--- src/rtl/monostable_multi.sv ---
// monostable_multi: multi-channel retriggerable pulse stretcher.
// Each channel synchronises its raw input, detects rising edges, and emits
// a pulse of programmable length (in clk cycles). An optional hold-off window
// follows each pulse. overlap flags cycles in which two or more channels
// drove out high in the previous cycle. This is the shoot-through condition
// between complementary gate-drive signals.
//
// Optional feature: define MONOSTABLE_TRIG_COUNT_EN to add the trig_count
// output. It holds one saturating counter of accepted triggers per channel.
module monostable_multi #(
  parameter int CHANNELS    = 2,
  parameter int SIZE        = 8,
  parameter int SYNC_STAGES = 2,
  parameter int RETRIGGER   = 1,
  parameter int HOLDOFF     = 0
) (
  input  logic                     clk,
  input  logic                     rst,
  input  logic [CHANNELS-1:0]      in,
  input  logic [SIZE-1:0]          timeout,
  input  logic                     clr,
  output logic [CHANNELS-1:0]      out,
  output logic                     busy,
  output logic                     overlap,
  output logic                     overlap_sticky
`ifdef MONOSTABLE_TRIG_COUNT_EN
  ,
  output logic [CHANNELS*SIZE-1:0] trig_count
`endif
);

  localparam logic [SIZE-1:0] CNT_ONE     = SIZE'(1);
  localparam logic [SIZE-1:0] HOLD_LOAD   = SIZE'(HOLDOFF);
  localparam bit              HAS_HOLDOFF = (HOLDOFF > 0);
  localparam bit              CAN_RETRIG  = (RETRIGGER != 0);

  // ACTIVE is the only encoding with bit 0 set, so out is a direct flop output.
  typedef enum logic [1:0] {
    ST_IDLE    = 2'b00,
    ST_ACTIVE  = 2'b01,
    ST_HOLDOFF = 2'b10
  } state_e;

  function automatic int unsigned popcount(input logic [CHANNELS-1:0] v);
    int unsigned n;
    n = 0;
    for (int i = 0; i < CHANNELS; i++) begin
      n += 32'(v[i]);
    end
    return n;
  endfunction

  // ---------------------------------------------------------------------
  // Synchroniser and edge detect
  // ---------------------------------------------------------------------
  logic [SYNC_STAGES-1:0][CHANNELS-1:0] sync_q, sync_d;
  logic [CHANNELS-1:0]                  prev_q;
  logic [CHANNELS-1:0]                  synced;
  logic [CHANNELS-1:0]                  trig_d, trig_q;

  // Shift the raw inputs into the synchroniser and form the edge pulse.
  always_comb begin
    sync_d = {sync_q[SYNC_STAGES-2:0], in};
    synced = sync_q[SYNC_STAGES-1];
    trig_d = synced & ~prev_q;
  end

  // Synchroniser, previous-value and registered-trigger flops.
  // trig is registered so that the FSM sees a clean flop-driven trigger.
  always_ff @(posedge clk or posedge rst) begin
    if (rst) begin
      sync_q <= '0;
      prev_q <= '0;
      trig_q <= '0;
    end else begin
      sync_q <= sync_d;
      prev_q <= synced;
      trig_q <= trig_d;
    end
  end

  // ---------------------------------------------------------------------
  // Per-channel pulse FSM
  // ---------------------------------------------------------------------
  state_e              state_q [CHANNELS];
  state_e              state_d [CHANNELS];
  logic [SIZE-1:0]     cnt_q   [CHANNELS];
  logic [SIZE-1:0]     cnt_d   [CHANNELS];
  logic [CHANNELS-1:0] load_ok;

  // A trigger can only start or extend a pulse when the length is non-zero.
  assign load_ok = trig_q & {CHANNELS{timeout != '0}};

  // Next-state and counter logic for every channel.
  always_comb begin
    for (int i = 0; i < CHANNELS; i++) begin
      state_d[i] = state_q[i];
      cnt_d[i]   = cnt_q[i];
      unique case (state_q[i])
        ST_IDLE: begin
          if (load_ok[i]) begin
            state_d[i] = ST_ACTIVE;
            cnt_d[i]   = timeout;
          end
        end
        ST_ACTIVE: begin
          if (CAN_RETRIG && load_ok[i]) begin
            cnt_d[i] = timeout;
          end else if (cnt_q[i] == CNT_ONE) begin
            if (HAS_HOLDOFF) begin
              state_d[i] = ST_HOLDOFF;
              cnt_d[i]   = HOLD_LOAD;
            end else begin
              state_d[i] = ST_IDLE;
              cnt_d[i]   = '0;
            end
          end else begin
            cnt_d[i] = cnt_q[i] - CNT_ONE;
          end
        end
        ST_HOLDOFF: begin
          // Triggers are dropped here, not queued.
          if (cnt_q[i] == CNT_ONE) begin
            state_d[i] = ST_IDLE;
            cnt_d[i]   = '0;
          end else begin
            cnt_d[i] = cnt_q[i] - CNT_ONE;
          end
        end
        default: begin
          state_d[i] = ST_IDLE;
          cnt_d[i]   = '0;
        end
      endcase
    end
  end

  // State and counter registers; reset aborts any pulse at once.
  always_ff @(posedge clk or posedge rst) begin
    if (rst) begin
      for (int i = 0; i < CHANNELS; i++) begin
        state_q[i] <= ST_IDLE;
        cnt_q[i]   <= '0;
      end
    end else begin
      for (int i = 0; i < CHANNELS; i++) begin
        state_q[i] <= state_d[i];
        cnt_q[i]   <= cnt_d[i];
      end
    end
  end

  // Decode out and busy from the registered state only.
  always_comb begin
    out  = '0;
    busy = 1'b0;
    for (int i = 0; i < CHANNELS; i++) begin
      out[i] = state_q[i][0];
      busy   = busy | (state_q[i] != ST_IDLE);
    end
  end

  // ---------------------------------------------------------------------
  // Overlap detection
  // ---------------------------------------------------------------------
  generate
    if (CHANNELS >= 2) begin : g_overlap
      logic overlap_q, overlap_d;
      logic sticky_q, sticky_d;

      // A set on the same cycle as clr wins over the clear.
      always_comb begin
        overlap_d = (popcount(out) >= 32'd2);
        sticky_d  = (sticky_q & ~clr) | overlap_q;
      end

      // Overlap and sticky flag registers.
      always_ff @(posedge clk or posedge rst) begin
        if (rst) begin
          overlap_q <= 1'b0;
          sticky_q  <= 1'b0;
        end else begin
          overlap_q <= overlap_d;
          sticky_q  <= sticky_d;
        end
      end

      assign overlap        = overlap_q;
      assign overlap_sticky = sticky_q;
    end else begin : g_no_overlap
      assign overlap        = 1'b0;
      assign overlap_sticky = 1'b0;
    end
  endgenerate

`ifdef MONOSTABLE_TRIG_COUNT_EN
  // ---------------------------------------------------------------------
  // Accepted-trigger counters
  // ---------------------------------------------------------------------
  logic [CHANNELS-1:0] accept;
  logic [SIZE-1:0]     tcnt_q [CHANNELS];

  function automatic logic [SIZE-1:0] sat_inc(input logic [SIZE-1:0] v);
    return (v == '1) ? v : v + CNT_ONE;
  endfunction

  // A trigger counts only when the FSM actually loads the counter from it.
  always_comb begin
    accept = '0;
    for (int i = 0; i < CHANNELS; i++) begin
      accept[i] = load_ok[i] &&
                  ((state_q[i] == ST_IDLE) ||
                   (CAN_RETRIG && (state_q[i] == ST_ACTIVE)));
    end
  end

  // Saturating counters; clr takes priority over a same-cycle increment.
  always_ff @(posedge clk or posedge rst) begin
    if (rst) begin
      for (int i = 0; i < CHANNELS; i++) begin
        tcnt_q[i] <= '0;
      end
    end else if (clr) begin
      for (int i = 0; i < CHANNELS; i++) begin
        tcnt_q[i] <= '0;
      end
    end else begin
      for (int i = 0; i < CHANNELS; i++) begin
        if (accept[i]) begin
          tcnt_q[i] <= sat_inc(tcnt_q[i]);
        end
      end
    end
  end

  // Pack the per-channel counters onto the flat output port.
  always_comb begin
    trig_count = '0;
    for (int i = 0; i < CHANNELS; i++) begin
      trig_count[i*SIZE +: SIZE] = tcnt_q[i];
    end
  end
`endif

endmodule

--- config.mk ---
export PLATFORM = sky130hd
export DESIGN_NAME = monostable_multi
export DESIGN_NICKNAME = d
export VERILOG_FILES = /design/src/rtl/monostable_multi.sv
export SDC_FILE = /design/constraint.sdc
export NUM_CORES = 1
export LEC_CHECK = 0
export BUFFER_PORTS_ARGS = -buffer_cell sky130_fd_sc_hd__buf_2
export CAP_MARGIN = 10
export CORE_MARGIN = 8
export CORE_UTILIZATION = 45
export DETAILED_ROUTE_END_ITERATION = 10
export REMOVE_ABC_BUFFERS = 1
export SLEW_MARGIN = 10
export SYNTH_ARGS = -nofsm -noshare
export SYNTH_HDL_FRONTEND = slang
export SYNTH_SLANG_ARGS = --single-unit
--- constraint.sdc ---
create_clock -name clk -period 2.05 [get_ports clk]
set_input_delay 0.41 -clock clk [delete_from_list [all_inputs] [get_ports clk]]
set_output_delay 0.41 -clock clk [all_outputs]
set_load 0.02 [all_outputs]
==> results of run 1 <==
where the power goes:
| part | switching (mW) | leakage, nW | internal (mW) |
|---|---|---|---|
| combinational | 0.375 | 0.336 | 0.335 |
| sequential | 0.178 | 0.325 | 0.710 |
| clock | 0.150 | 0.0210 | 0.108 |
| total | 0.704 | 0.681 | 1.15 |
per-layer routing:
| layer | GRT usage [%] | wire length, µm |
|---|---|---|
| met5 | 0 | 0 |
| met4 | 3.40 | 19 |
| met3 | 1.81 | 56 |
| met2 | 21.4 | 1420 |
| met1 | 13.8 | 1200 |
final timing paths:
check	from	end	slack, ns	cells after the start
max	out[0]	busy	0.33	3
max in group asynchronous	rst	cnt_q[8]	1.44	3
min reg2reg	sync_d[3]	synced[1]	0.37	0
max reg2reg	cnt_q[10]	cnt_q[15]	0.40	4
min in group clk	in[1]	sync_d[3]	0.19	1
min	rst	overlap_sticky	0.05	2
synthesized netlist by cell type, types with 2 or more instances:
cell / instances / share of area [%]
sky130_fd_sc_hd__nor4_1: 3 / 1.3
sky130_fd_sc_hd__a21o_1: 2 / 1.1
sky130_fd_sc_hd__a211oi_1: 2 / 1.1
sky130_fd_sc_hd__nor2_1: 8 / 2.2
sky130_fd_sc_hd__dfrtp_1: 28 / 50
sky130_fd_sc_hd__nand3_1: 2 / 0.72
sky130_fd_sc_hd__a21oi_1: 7 / 2.5
sky130_fd_sc_hd__and2_1: 3 / 1.3
sky130_fd_sc_hd__nand2_1: 20 / 5.4
sky130_fd_sc_hd__o21ai_0: 4 / 1.4
sky130_fd_sc_hd__nor3_1: 5 / 1.8
sky130_fd_sc_hd__clkbuf_1: 3 / 0.81
sky130_fd_sc_hd__o21ai_1: 12 / 4.3
sky130_fd_sc_hd__mux2i_1: 6 / 4.3
sky130_fd_sc_hd__inv_1: 8 / 2.2
sky130_fd_sc_hd__ha_1: 4 / 3.6
sky130_fd_sc_hd__nor2b_1: 3 / 1.3
cell families (layout without fill, tap and decap cells):
group | Yosys count | count (layout) | synth area share [%]
buf+inv | 12 | 33 | 3.51
xor+xnor | 1 | 1 | 0.630
fa+ha+maj | 4 | 4 | 3.60
simple gates | 55 | 55 | 22.5
mux | 6 | 6 | 4.32
compound gates | 34 | 34 | 15.1
flops | 28 | 28 | 50.4
registers in the layout (all words and copies together), names as in the netlist:
signal and cells:
synced 2, sync_d 2, trig_q 2, out 2, cnt_q 16, overlap 1
overlap_sticky 1, prev_q 2
per-stage QoR:
step | cells | hold WS [ns]
floorplan | 136 | 0.331
global placement | 190 | 0.334
detailed placement | 190 | 0.336
CTS | 194 | 0.0548
global route | 194 | 0.0680
finish | 194 | 0.0510
worst max-delay path: stages, from the launching register on:
cell	delay, ns
sky130_fd_sc_hd__dfrtp_1	0.40
sky130_fd_sc_hd__buf_4	0.16
sky130_fd_sc_hd__or2_2	0.28
sky130_fd_sc_hd__buf_2	0.16
final cells by class:
type	count	area (µm²)
sequential	28	701
multi-input combinational	100	642
inverter	8	30.0
clock buffer	4	36.3
fill	279	1440
tap	33	41.3
timing repair buffer	21	115
==> flow_summary_export.csv, run 1 <==
group,metric,value,unit
outcome,outcome,"finished, final reports clean",
floorplan,core_area,0.00300,mm²
final_layout,layout_cell_share_with_drive_strength_beyond_1,20.5,%
detailed_routing,finalWirelength,2700,µm
place,io_buffers,17,
detailed_routing,drc,0,
yosys,synth_async_sr_flop_share,100,%
yosys,synth-main-ff-cell,"sky130_fd_sc_hd__dfrtp_1",
timing,part_of_the_cycle_the_worst_path_needs,84.1,%
final_layout,fin_util,52.1,%
clock_network,number_of_clock_sinks,28,
detailed_routing,routed_via_density,5.41,
final_layout,finish.net_count,179,
global_route,first_global_vias,1102,
timing,finalWorstSetupSlack,0.326,ns
timing,setup_total_negative_slack,0,ns
yosys,post_synth_instance_area,0.00139,mm²
floorplan,die_x,71.6,µm
power,max-vdd-ir-drop,0.526,mV
clock_network,clk_pin_slew_worst_setup_hold_paths,0.14,ns
clock_network,cts_buffer_count,3,
clock_network,clock_tree.root_cell,"sky130_fd_sc_hd__clkbuf_4",
timing,clock_skew,0.00212,ns
setup_path,crit_path_end_kind,"output pin",
timing,finalSetupViolations,0,
timing,hold_viol_final,0,
power,p_leak,0.681,nW
worst_hold_path,timing.hold.worst.class,"in -> async",
final_layout,area_added_between_synthesis_and_finish,12.5,%
clock_network,holdBufCountCts,0,
place,dp.final_hpwl,2130,µm
clock_network,ctsLongestPathBuffers,2,
final_layout,layout_commonest_cell,"sky130_fd_sc_hd__dfrtp_1",
yosys,netlist_instances,140,
run,cap_violations,0,
clock_network,ctsResizeCount,0,
setup_path,worstPathMaxFanout,10,
global_route,grt_max_degree,18,
timing,layout_min_cycle_time,1.72,ns
yosys,seq_area_frac_synth,50.4,%
clock_network,post_cts.repair.setup_buffers,0,
detailed_routing,drtPass1Iterations,4,
yosys,ys_ff_latch,28,
floorplan,start_util,46.3,%
global_route,overall_global_routing_usage,11.8,%
detailed_routing,drt-initial-drc-count,23,
global_route,first_pass_grt_wire_length,4950,µm
timing,grt_setup_unrepaired,"no",
setup_path,critPathLaunchType,"flop",
global_route,grt-ovfl-total,0,
detailed_routing,wl_per_cell,13.9,µm
setup_path,critical_path_data_required_time,1.64,ns
floorplan,placementRows,20,
clock_network,htree_num_levels,1,
place,postPlaceCellArea,0.00153,mm²
clock_network,source_to_sink_clock_delay_at_the_later_pin_of_the_worst_skew_pair,0.31,ns
clock_network,tritoncts,"yes",
yosys,mean_syn_cell_area,9.94,µm²
detailed_routing,antenna_violating_nets_post_route,0,
timing,final-max-slew-violation-count,0,
timing,clock.fmax,580,MHz
setup_path,critPathKind,"reg -> out",
timing,max_slew_headroom,67.9,%
global_route,antenna_found_initial,0,
yosys,ys_types,37,
power,fin_total_pwr,1.86,mW
power,power_per_cell_area,1190,mW/mm²
final_layout,antenna_cells_inserted,0,
timing,tightest_slew,0.477,ns
floorplan,fp.dieH,71.6,µm
yosys,synth-warning-count,0,
place,place_worst_setup_slack,0.385,ns
detailed_routing,route.vias.total,1049,
floorplan,io-pin-count,18,
setup_path,critical_path_arrival,1.31,ns
final_layout,layout.cell_area.non_filler,0.00157,mm²
place,place.gp.congestion,0.859,
yosys,synth_enable_flop_cells,0,
floorplan,die_area,0.00513,mm²
final_layout,most-common-layout-cells,"28 x sky130_fd_sc_hd__dfrtp_1, 20 x sky130_fd_sc_hd__nand2_1, 17 x sky130_fd_sc_hd__buf_2",
Power figures use the tool's default switching activity.
==> inputs of run 2 (changes only) <==
--- a/config.mk
+++ b/config.mk
@@ -5,11 +5,13 @@
 export SDC_FILE = /design/constraint.sdc
 export NUM_CORES = 1
 export LEC_CHECK = 0
+export ABC_AREA = 1
 export BUFFER_PORTS_ARGS = -buffer_cell sky130_fd_sc_hd__buf_2
 export CAP_MARGIN = 10
 export CORE_MARGIN = 8
 export CORE_UTILIZATION = 45
 export DETAILED_ROUTE_END_ITERATION = 10
+export PLACE_DENSITY = 0.67
 export REMOVE_ABC_BUFFERS = 1
 export SLEW_MARGIN = 10
 export SYNTH_ARGS = -nofsm -noshare
==> constraint.sdc (replaced) <==
create_clock -name clk -period 1.5 [get_ports clk]
set_input_delay 0.3 -clock clk [delete_from_list [all_inputs] [get_ports clk]]
set_output_delay 0.3 -clock clk [all_outputs]
set_load 0.02 [all_outputs]
==> flow_summary_export.csv, run 2 <==
group,metric,value,unit
outcome,outcome,"finished, final reports clean",
detailed_routing,drt-initial-drc-count,69,
yosys,yosysMostFrequentCell,"sky130_fd_sc_hd__nand2_1",
worst_hold_path,timing.hold.worst.class,"in -> reg",
power,power_per_cell_area,1740,mW/mm²
setup_path,worstPathMaxFanout,4,
floorplan,core_area,0.00328,mm²
final_layout,antenna_cells_inserted,0,
timing,hold_viol_final,0,
final_layout,sequential_cell_area,701,µm²
final_layout,layout_commonest_cell,"sky130_fd_sc_hd__nand2_1",
worst_hold_path,sink_of_the_worst_hold_path,"sync_d[3]",
final_layout,finish.net_count,236,
global_route,gr-max-usage-layer,"met2",
setup_path,critPathKind,"reg -> out",
worst_hold_path,number_of_instances_on_the_worst_hold_path,1,
global_route,globalRouteMet3Util,2.29,%
power,power.sequential.fraction,41.8,%
setup_path,reg2reg_slack,0.17,ns
place,place_worst_setup_slack,0.175,ns
clock_network,ctsLongestPathBuffers,2,
place,postPlaceCellArea,0.00168,mm²
power,power_switching_share,40.7,%
setup_path,critical_path_arrival,1.11,ns
detailed_routing,route.vias.total,1238,
final_layout,area_added_between_synthesis_and_finish,16.1,%
detailed_routing,routed_via_density,4.69,
timing,part_of_the_cycle_the_worst_path_needs,93.9,%
timing,timing.hold.ws,0.0529,ns
clock_network,clk_pin_slew_worst_setup_hold_paths,0.16,ns
setup_path,crit_chain,"clkinv_1 > nand2_1 > buf_2",
power,max-vdd-ir-drop,0.805,mV
yosys,post_synth_instance_area,0.00151,mm²
detailed_routing,antenna_violating_nets_post_route,0,
final_layout,most-common-layout-cells,"55 x sky130_fd_sc_hd__nand2_1, 35 x sky130_fd_sc_hd__nand3_1, 28 x sky130_fd_sc_hd__dfrtp_1",
yosys,synth_commonest_cells,"55 x sky130_fd_sc_hd__nand2_1, 35 x sky130_fd_sc_hd__nand3_1, 28 x sky130_fd_sc_hd__dfrtp_1",
global_route,first_global_vias,1243,
setup_path,worst_r2r_startpoint,"cnt_q[9]",
timing,grt_setup_unrepaired,"no",
floorplan,start_util,46.0,%
timing,max_slew_headroom,76.1,%
place,place.gp.congestion,0.828,
detailed_routing,drtPass1Iterations,4,
yosys,synth-warning-count,0,
global_route,grt-ovfl-total,0,
floorplan,fp.dieH,74.0,µm
detailed_routing,finalWirelength,3230,µm
setup_path,path_delay_family,"flip-flops",
global_route,grt_max_degree,29,
setup_path,worstPathBufferInverterCount,2,
timing,finalSetupViolations,0,
clock_network,clock_tree.root_cell,"sky130_fd_sc_hd__clkbuf_4",
final_layout,nFillCells,326,
clock_network,tritoncts,"yes",
run,cap_violations,0,
setup_path,r2r_cells,7,
global_route,first_pass_grt_wire_length,5730,µm
timing,layout_min_cycle_time,1.41,ns
timing,setup_total_negative_slack,0,ns
yosys,netlist_instances,191,
setup_path,crit_path_end_kind,"output pin",
setup_path,critPathSlowestCell,"sky130_fd_sc_hd__dfrtp_1",
global_route,gr-usage-met2,19.4,%
worst_hold_path,hold_path.startpoint,"in[1]",
timing,final-max-slew-violation-count,0,
floorplan,die_area,0.00547,mm²
yosys,mean_syn_cell_area,7.91,µm²
power,cellInternalPower,1.81,mW
detailed_routing,drc,0,
final_layout,fin_util,53.4,%
final_layout,max_flop_register,"cnt_q",
setup_path,timing.critical_path.slowest_cell_delay,0.43,ns
yosys,synth_enable_flop_cells,0,
yosys,ys_ff_latch,28,
floorplan,placementRows,21,
setup_path,critPathLaunchType,"flop",
clock_network,source_to_sink_clock_delay_at_the_later_pin_of_the_worst_skew_pair,0.33,ns
power,p_leak,0.869,nW
yosys,synth-main-ff-cell,"sky130_fd_sc_hd__dfrtp_1",
yosys,seq_area_frac_synth,46.4,%
floorplan,die_x,74.0,µm
yosys,ys_types,18,
global_route,gr-usage-met1,18.7,%
global_route,antenna_found_initial,0,
detailed_routing,wl_per_cell,12.2,µm
place,dp.final_hpwl,2430,µm
clock_network,htree_num_levels,1,
yosys,synth_async_sr_flop_share,100,%
power,pwr-share-comb,41.7,%
final_layout,multiInputGateArea,724,µm²
yosys,synthDominantCellAreaShare,46.4,%
final_layout,largest_register_ff_count,16,
setup_path,reg2reg_to,"cnt_q[15]",
timing,tightest_slew,0.359,ns
yosys,synth_largest_area_cell,"sky130_fd_sc_hd__dfrtp_1",
floorplan,io-pin-count,18,
clock_network,number_of_clock_sinks,28,
final_layout,layout_cell_share_with_drive_strength_beyond_1,17.4,%
timing,clock.fmax,710,MHz
timing,clock_skew,0.00813,ns
clock_network,cts_buffer_count,3,
final_layout,layout.cell_area.non_filler,0.00175,mm²
place,io_buffers,17,
setup_path,critical_path_data_required_time,1.20,ns
power,p_sw,1.24,mW
global_route,overall_global_routing_usage,13.4,%
yosys,synth.area.top_cells,"sky130_fd_sc_hd__dfrtp_1 46%, sky130_fd_sc_hd__nand2_1 14%, sky130_fd_sc_hd__nand3_1 12%",
power,clock_power_share,16.5,%
timing,finalWorstSetupSlack,0.0912,ns
[run 2: logic make-up (layout without fill, tap and decap cells)]
family                   after synthesis  in the layout  synth area share, %
AND/OR/NAND/NOR                      119            119                 36.3
flip-flops                            28             28                 46.4
buffers and inverters                 23             50                 5.71
AO/OA/AOI/OAI                          9              9                 3.64
XOR/XNOR                               8              8                 4.64
adder cells (fa/ha/maj)                4              4                 3.31
[run 2: area by class of cell]
| cell class | count | share of cell area (%) |
|---|---|---|
| Multi-Input combinational cell | 140 | 41.3 |
| Sequential cell | 28 | 39.9 |
| Timing Repair Buffer | 23 | 7.56 |
| Inverter | 23 | 4.92 |
| Tap cell | 46 | 3.28 |
| Clock inverter | 1 | 1.71 |
| Clock buffer | 3 | 1.28 |
[run 2: how the worst max path moves through the flow]
stage                     startpoint        end  slack, ns  cells after the start
final                         out[0]       busy       0.09                      3
after detailed placement    cnt_q[9]  cnt_q[15]       0.17                      7
after CTS                     out[1]       busy       0.02                      3
after global placement      cnt_q[9]  cnt_q[10]       0.20                      7
after global routing          out[1]       busy       0.02                      3
after floorplan               out[1]       busy       0.27                      2
[run 2: power groups by stage]
stage | Sequential, mW | Combinational [mW] | Clock (mW)
after floorplan | 1.27 | 0.966 | 0
after global placement | 1.29 | 1.25 | 0
after detailed placement | 1.29 | 1.27 | 0
after CTS | 1.27 | 1.29 | 0.519
after global routing | 1.32 | 1.49 | 0.544
final | 1.28 | 1.27 | 0.504
[run 2: repair_timing]
item	4_1_cts	5_1_grt
hold endpoints to repair	16	0
gates resized for setup	0	1
buffers inserted	1	0
hold buffers	1	0
setup endpoints to repair	1	1
[run 2: layer usage]
| metal | up-vias | routed length, µm |
|---|---|---|
| li1 | 656 | - |
| met1 | 552 | 1620 |
| met2 | 22 | 1430 |
| met3 | 8 | 97 |
| met4 | 0 | 84 |
| met5 | - | 0 |
[run 2: through the flow]
| stage | instances | total power, mW |
|---|---|---|
| finish | 264 | 3.05 |
| global route | 264 | 3.35 |
| CTS | 264 | 3.08 |
| detailed placement | 258 | 2.56 |
| global placement | 258 | 2.54 |
| floorplan | 191 | 2.23 |
